===== src/rtl/regfile_pkg.sv =====
// regfile_pkg: shared register-file widths and the write-queue entry type
package regfile_pkg;
    localparam int REG_ADDR_W = 5;
    localparam int DATA_W = 32;
    localparam logic [REG_ADDR_W-1:0] ZERO_REG = 5'd0;
    typedef struct packed {
        logic [REG_ADDR_W-1:0] addr;
        logic [DATA_W-1:0]     data;
    } entry_t;
endpackage


===== src/rtl/wbq_fifo.sv =====
// wbq_fifo: in-order entry storage with wrapping pointers and an occupancy count
module wbq_fifo
    import regfile_pkg::*;
#(
    parameter int DEPTH = 4,
    localparam int PW = $clog2(DEPTH),
    localparam int CW = $clog2(DEPTH + 1)
) (
    input  logic                 clk,
    input  logic                 rst_n,
    input  logic                 push,
    input  logic                 pop,
    input  entry_t               din,
    output entry_t [DEPTH-1:0]   mem,
    output logic   [PW-1:0]      rd_ptr,
    output logic   [CW-1:0]      count,
    output logic                 full,
    output logic                 empty
);
    logic [PW-1:0] wr_ptr;
    assign full = count == CW'(DEPTH);
    assign empty = count == '0;
    // pointers wrap naturally because DEPTH is a power of two
    always_ff @(posedge clk or negedge rst_n) begin
        if (!rst_n) begin
            wr_ptr <= '0;
            rd_ptr <= '0;
            count <= '0;
        end else begin
            wr_ptr <= wr_ptr + PW'(push);
            rd_ptr <= rd_ptr + PW'(pop);
            count <= count + CW'(push) - CW'(pop);
        end
    end
    // payload storage needs no reset; validity comes from the count
    always_ff @(posedge clk) begin
        if (push) mem[wr_ptr] <= din;
    end
endmodule


===== src/rtl/regfile_wb_queue.sv =====
// regfile_wb_queue: buffers writeback requests and drains them onto the register file write port with forwarding
module regfile_wb_queue
    import regfile_pkg::*;
#(
    parameter int DEPTH = 4
) (
    input  logic                            Clk,
    input  logic                            Reset_n,
    input  logic                            InValid,
    output logic                            InReady,
    input  logic [REG_ADDR_W-1:0]           InRegister,
    input  logic [DATA_W-1:0]               InData,
    input  logic                            Pause,
    output logic [REG_ADDR_W-1:0]           WriteRegister,
    output logic [DATA_W-1:0]               WriteData,
    output logic                            RegWrite,
    input  logic [REG_ADDR_W-1:0]           LookupReg1,
    input  logic [REG_ADDR_W-1:0]           LookupReg2,
    output logic                            FwdHit1,
    output logic                            FwdHit2,
    output logic [DATA_W-1:0]               FwdData1,
    output logic [DATA_W-1:0]               FwdData2,
    output logic [$clog2(DEPTH+1)-1:0]      Count,
    output logic                            Empty
);
    localparam int PW = $clog2(DEPTH);
    localparam int CW = $clog2(DEPTH + 1);
    entry_t [DEPTH-1:0] mem;
    entry_t din, head;
    logic [PW-1:0] rd_ptr;
    logic full, push, pop;
    assign InReady = !full;
    assign push = InValid && InReady && InRegister != ZERO_REG;
    assign pop = RegWrite;
    assign din = '{addr: InRegister, data: InData};
    assign head = mem[rd_ptr];
    assign RegWrite = !Empty && !Pause;
    assign WriteRegister = Empty ? ZERO_REG : head.addr;
    assign WriteData = Empty ? '0 : head.data;
    wbq_fifo #(.DEPTH(DEPTH)) u_fifo (
        .clk(Clk),
        .rst_n(Reset_n),
        .push(push),
        .pop(pop),
        .din(din),
        .mem(mem),
        .rd_ptr(rd_ptr),
        .count(Count),
        .full(full),
        .empty(Empty)
    );
    // scan oldest to youngest so the last match left standing is the youngest
    always_comb begin
        FwdHit1 = 1'b0;
        FwdHit2 = 1'b0;
        FwdData1 = '0;
        FwdData2 = '0;
        for (int i = 0; i < DEPTH; i++) begin
            if (CW'(i) < Count && LookupReg1 != ZERO_REG && mem[rd_ptr + PW'(i)].addr == LookupReg1) begin
                FwdHit1 = 1'b1;
                FwdData1 = mem[rd_ptr + PW'(i)].data;
            end
            if (CW'(i) < Count && LookupReg2 != ZERO_REG && mem[rd_ptr + PW'(i)].addr == LookupReg2) begin
                FwdHit2 = 1'b1;
                FwdData2 = mem[rd_ptr + PW'(i)].data;
            end
        end
    end
endmodule


===== config.mk =====
export PLATFORM = sky130hd
export DESIGN_NAME = regfile_wb_queue
export DESIGN_NICKNAME = d
export VERILOG_FILES = /design/src/rtl/regfile_pkg.sv /design/src/rtl/wbq_fifo.sv /design/src/rtl/regfile_wb_queue.sv
export SDC_FILE = /design/constraint.sdc
export NUM_CORES = 1
export LEC_CHECK = 0
export ABC_AREA = 1
export BUFFER_PORTS_ARGS = -buffer_cell sky130_fd_sc_hd__buf_4
export CAP_MARGIN = 5
export CELL_PAD_IN_SITES_DETAIL_PLACEMENT = 1
export CELL_PAD_IN_SITES_GLOBAL_PLACEMENT = 2
export CORE_MARGIN = 2
export CORE_UTILIZATION = 30
export CTS_CLUSTER_SIZE = 30
export DETAILED_ROUTE_END_ITERATION = 7
export GPL_TIMING_DRIVEN = 0
export PLACE_DENSITY_LB_ADDON = 0.05
export SYNTH_ARGS = -nofsm -noshare
export SYNTH_HDL_FRONTEND = slang
export SYNTH_SLANG_ARGS = --single-unit

===== constraint.sdc =====
create_clock -name Clk -period 3.5 [get_ports Clk]
set_input_delay 0.7 -clock Clk [delete_from_list [all_inputs] [get_ports Clk]]
set_output_delay 0.7 -clock Clk [all_outputs]
set_load 0.01 [all_outputs]

=== Yosys cells after proc, flatten, opt, wreduce, memory -nomap -nowiden ===
Cells that the tools add are included.
W data, S select, Z words.

* $add $sub $neg: 7
* Order comparisons: 10
* Equal/unequal tests: 9
* Multiplexer cells: 29
* Reductions and logical operators: 27

{| class="wikitable"
|+ Operators by type and width
! kind !! number
|-
| $bmux W37 S2 || 4
|-
| $mux W32 || 9
|-
| $mux W37 || 5
|-
| $bwmux W148 || 1
|-
| $demux W37 S2 || 1
|-
| $eq A5 B5 Y1 || 8
|-
| $logic_and A1 B1 Y1 || 20
|-
| $lt A2 B3 Y1 const B || 5
|-
| $reduce_bool A5 Y1 || 3
|-
| $mux W1 || 8
|-
| $lt A1 B3 Y1 const A || 2
|-
| $lt A2 B3 Y1 const A || 2
|-
| $mux W5 || 1
|-
| $add A2 B1 Y2 || 2
|-
| $add A2 B2 Y2 const B || 2
|-
| $add A3 B1 Y3 || 1
|-
| $eq A3 B3 Y1 const B || 1
|-
| $logic_not A1 Y1 || 3
|-
| $logic_not A3 Y1 || 1
|-
| $sub A3 B1 Y3 || 1
|-
| $add A2 B1 Y2 const B || 1
|-
| $ge A2 B1 Y1 const B || 1
|}

* Register bits: 155
* Bits of input ports: 51
* Output and inout bits: 109

=== Longest topological paths before layout ===
* Depth in word-level cells: 8
* Depth in mapped cells: 17
* Gate-level depth less buffers: 14

=== Modules after synthesis ===
Synthesis repeated with hierarchy kept, for this count alone.

* Cells, all modules: 1876
* Area, all modules: 12216.7 um2

{| class="wikitable"
|+ By module, submodules not included
! module !! instances !! cells each !! area an instance (um2) !! seq. area each (um2)
|-
| regfile_wb_queue || 1 || 1692 || 7409.6 || 0.0
|-
| wbq_fifo || 1 || 184 || 4807.1 || 4619.4
|}

=== Worst setup path after synthesis ===
Ideal clock, no wire load.

* Path kind: input to register
* From: in InRegister[3]
* To: reg, netlist name u_fifo.mem[0]
* Data arrival time: 3.645 ns
* Required time: 3.023 ns
* Slack: -0.622 ns
* Stages: 5
* Buffers on the path: 0
* Cell sequence: nor3_1 > nor3b_1 > nor2_1 > inv_1 > nor3_1

* Longest elaborated chain between the ends: 2

{| class="wikitable"
|+ Ends and longest elaborated chain
! what !! line !! text
|-
| from (decl) || regfile_wb_queue.sv:11 || <nowiki>input logic [REG_ADDR_W-1:0] InRegister,</nowiki>
|-
| $reduce_bool A5 Y1 || regfile_wb_queue.sv:33 || <nowiki>assign push = InValid && InReady && InRegister != ZERO_REG;</nowiki>
|-
| $logic_and A1 B1 Y1 || regfile_wb_queue.sv:33 ||
|}

Every way passes these cells.
A chain may end at the register's enable or synchronous reset.

=== Final worst setup path ===
* From: reg u_fifo.rd_ptr[0]
* To: out FwdData1[5]

* Longest elaborated chain between the ends: 8
* Elaborated cells on any way between the ends: 23

{| class="wikitable"
|+ Ends and longest elaborated chain
! what !! line !! text
|-
| from (decl) || wbq_fifo.sv:15 || <nowiki>output logic [PW-1:0] rd_ptr,</nowiki>
|-
| from (signal assigned) || wbq_fifo.sv:31 || <nowiki>rd_ptr <= rd_ptr + PW'(pop);</nowiki>
|-
| $add A2 B1 Y2 / $bmux W37 S2 (equally long branches) || regfile_wb_queue.sv:59, regfile_wb_queue.sv:61 ||
|-
| $bmux W37 S2 / $mux W37 (equally long branches) || regfile_wb_queue.sv:59, regfile_wb_queue.sv:61 ||
|-
| $mux W37 (implied by the code) / $eq A5 B5 Y1 (equally long branches) || regfile_wb_queue.sv:61, regfile_wb_queue.sv:59 ||
|-
| $eq A5 B5 Y1 / $logic_and A1 B1 Y1 (equally long branches) || regfile_wb_queue.sv:59 || <nowiki>if (CW'(i) < Count && LookupReg1 != ZERO_REG && mem[rd_ptr + PW'(i)].addr == LookupReg1) begin</nowiki>
|-
| $logic_and A1 B1 Y1 / $mux W32 (equally long branches) || regfile_wb_queue.sv:59 ||
|-
| $mux W32 (2 in a row) || regfile_wb_queue.sv:59 ||
|-
| $mux W32 (*) || regfile_wb_queue.sv:59 ||
|-
| to (decl) || regfile_wb_queue.sv:21 || <nowiki>output logic [DATA_W-1:0] FwdData1,</nowiki>
|}

Mark *: on every way between the ends. The rest lies on a longest branch, timed or not. The select of a mux whose other input is x is not followed.

==> metrics.txt <==
status=finished with violations; failing checks=setup timing; fin crit period=3.54 ns; Clock Tree Buf Depth=2; final setup margin=-0.0420 ns; clock skew=0.0109 ns; vias=12600; mean post-synth cell area=7.04 sq um; Max IR drop VDD=0.393 mV; slew margin rel.=0.373; Primary FF master, synth=edfxtp_1; Leak Pwr=7.97 nW; clk_lat worst skew=0.46 ns; Final Cell Area=0.0164 sq mm; First-pass DRT Iterations=5; Synth Area in XOR/XNOR=0.00719; P per Cell Area=1050 mW/mm^2; Synth Cell Area=0.0122 sq mm; Synth Area in Compound Gates=0.0662; ys async rst share=0.0452; synthesized flop and latch total=155; Starting Density=0.305; Max Freq=282 MHz; clk slew on worst S/H paths=0.07 ns; Die X-Extent=205 microns; Post-Syn Nets=1787; initial DRC count=662; crit start category=flip-flop; Synth cell types=28; RSZ-0062 raised after global routing=yes; leading cell types in the layout, fill and taps excluded=514 x nand2_1, 270 x nor2_1, 210 x buf_4; fillers=4941; clock sinks=155; # diodes=0; Worst setup EP type=output pin; period utilization=1.01; number of synthesized flops with an enable pin=148; fin cells=2514; Post-Syn Instances=1729; Inst Count DP=2431; CP peak stage delay=0.45 ns; most common cell after layout, fill and taps aside=nand2_1; CTS tree=done; root buffer cell=clkbuf_16; TritonCTS Buffers=17; global route overflow=0; Final Max Tran Viols=0; most used cell, CP=nand2_1; slowest cell on the critical path=dfrtp_2; crit path cell chain=clkinv_4, buf_8, nand2_1, nand2_1, nand2_1, nand2_2, nand2_2, nand2_1, nor2_4, nand3_4, buf_4, buf_8, nand2_1, nand3_1, nand2_1, nand2_2, buf_4; vias in the first global route=13000; port bufs=158; hold buffer count at cts=0; Hold WC Path Type=in2async; crit path max fanout=10; multiplexer area fraction after synthesis=0.104; hpwl dp=39500 microns; largest family of logic cells by synthesized area=simple AND/OR/NAND/NOR gates; initial antenna violation count=1; data arrival time of the critical path=2.84 ns; layout cells sized above 1=0.231; Placed Area=0.0143 sq mm; per-cell routed wire length=21.7 microns; drt total wl=54600 microns; Chip Height=205 microns; Final #Nets=2034; routability congestion estimate=0.888; htree depth=4; synthesis-to-layout area growth=34.5%; Post-Synth Adder-Cell Area=0.00781; register area share after synthesis=0.379; crit-path leading delay family=simple AND/OR/NAND/NOR gates; Critical Path RT=2.80 ns; Slew @ Worst Pin=0.940 ns; Core Region=0.0399 sq mm; row cnt=73; final number of hold-violating endpoints=0; CP Buf/Inv Count=5; largest net degree at the start of global routing=17; I/O pin count=160; Final setup viols=31; Max Cap Viol=0; Die ar.=0.0422 sq mm; first-pass GRT wire length=80300 microns; simple-gate area share of the yosys netlist=0.334; Synth warnings=0; Fin Setup TNS=-0.619 ns; vias per cell=5.01; GRT Overall Usage=0.260; critical path type=reg2out; ANT nets after route=0; DRC=0
-- registers in the layout (all words and copies together) (netlist names) --
register,flops
u_fifo.mem,148
u_fifo.rd_ptr,2
u_fifo.count,3
u_fifo.wr_ptr,2
-- per-layer routing --
layer	global-route usage	vias to the layer above	part of all wire
met5	0	-	0
met3	0.0298	70	0.037
met2	0.453	288	0.49
met1	0.334	6163	0.45
met4	0.0848	0	0.022
li1	-	6085	-
-- stage by stage --
step	util	hold slack [ns]	worst slack, ns	power (W)
after floorplan	-	0.404	-0.622	0.00890
after global placement	0.351	0.506	-4.15	0.0132
after detailed placement	0.357	0.523	-0.416	0.0134
after CTS	0.398	0.0334	-0.0935	0.0167
after global routing	0.410	0.0385	-0.212	0.0184
final	0.410	0.0438	-0.0420	0.0172
-- repair_timing --
item / CTS / global route
gates cloned: 8 / 3
gates resized for setup: 216 / 95
setup buffers: 24 / 18
endpoints found under the setup margin: 98 / 77
pin swaps: 19 / 17
-- final timing paths --
path / end / cells after the start / slack (ns) / startpoint
max: FwdData1[5] / 17 / -0.04 / u_fifo.rd_ptr[0]
min in group Clk: u_fifo.mem[102] / 1 / 0.44 / InData[28]
max in group asynchronous: u_fifo.rd_ptr[1] / 1 / 3.32 / Reset_n
min: u_fifo.count[0] / 1 / 0.04 / Reset_n
max reg2reg: u_fifo.count[2] / 8 / 0.42 / u_fifo.count[2]
min reg2reg: u_fifo.wr_ptr[1] / 1 / 0.57 / u_fifo.wr_ptr[1]
-- cells in the mapped netlist, types with 4 or more instances --
library cell	n	share of area
mux2i_1	127	0.10
nand4_1	36	0.019
buf_2	41	0.017
clkbuf_1	28	0.0086
buf_4	28	0.017
nand2_1	544	0.17
inv_1	164	0.051
o21a_1	32	0.020
o21ai_1	9	0.0037
nor3_1	6	0.0025
buf_1	6	0.0019
nand3_1	125	0.051
buf_6	5	0.0046
edfxtp_1	148	0.37
nor2_2	5	0.0026
o21ai_0	98	0.040
inv_2	4	0.0012
dfrtp_1	7	0.014
ha_1	6	0.0062
nor2_1	289	0.089
xor2_1	9	0.0065
a21oi_1	6	0.0025
-- area by class of cell --
type                    instances  area (sq um)  share of cell area
plain buffers                 106          1020              0.0624
clock buffers                  20           437              0.0267
clock inverters                12           220              0.0134
inverters                     169           639              0.0390
multi-input cells            1298          6770               0.414
flip-flops and latches        155          4620               0.282
well taps                     525           657              0.0401
repair buffers                229          2010               0.123
-- logic make-up after synthesis --
logic type      Yosys count
compound gates          145
xor+xnor                 10
fa+ha+maj                 7
flops                   155
buf+inv                 277
mux                     127
simple gates           1008
-- report_power, final --
group / internal [W] / leakage (nW) / switching (W) / total [W]
registers: 0.00246 / 1.43 / 0.000206 / 0.00267
clock network: 0.00133 / 0.310 / 0.000806 / 0.00214
logic: 0.00463 / 6.23 / 0.00776 / 0.0124
total: 0.00843 / 7.97 / 0.00877 / 0.0172
No activity file was read; power rests on OpenSTA's default activity.
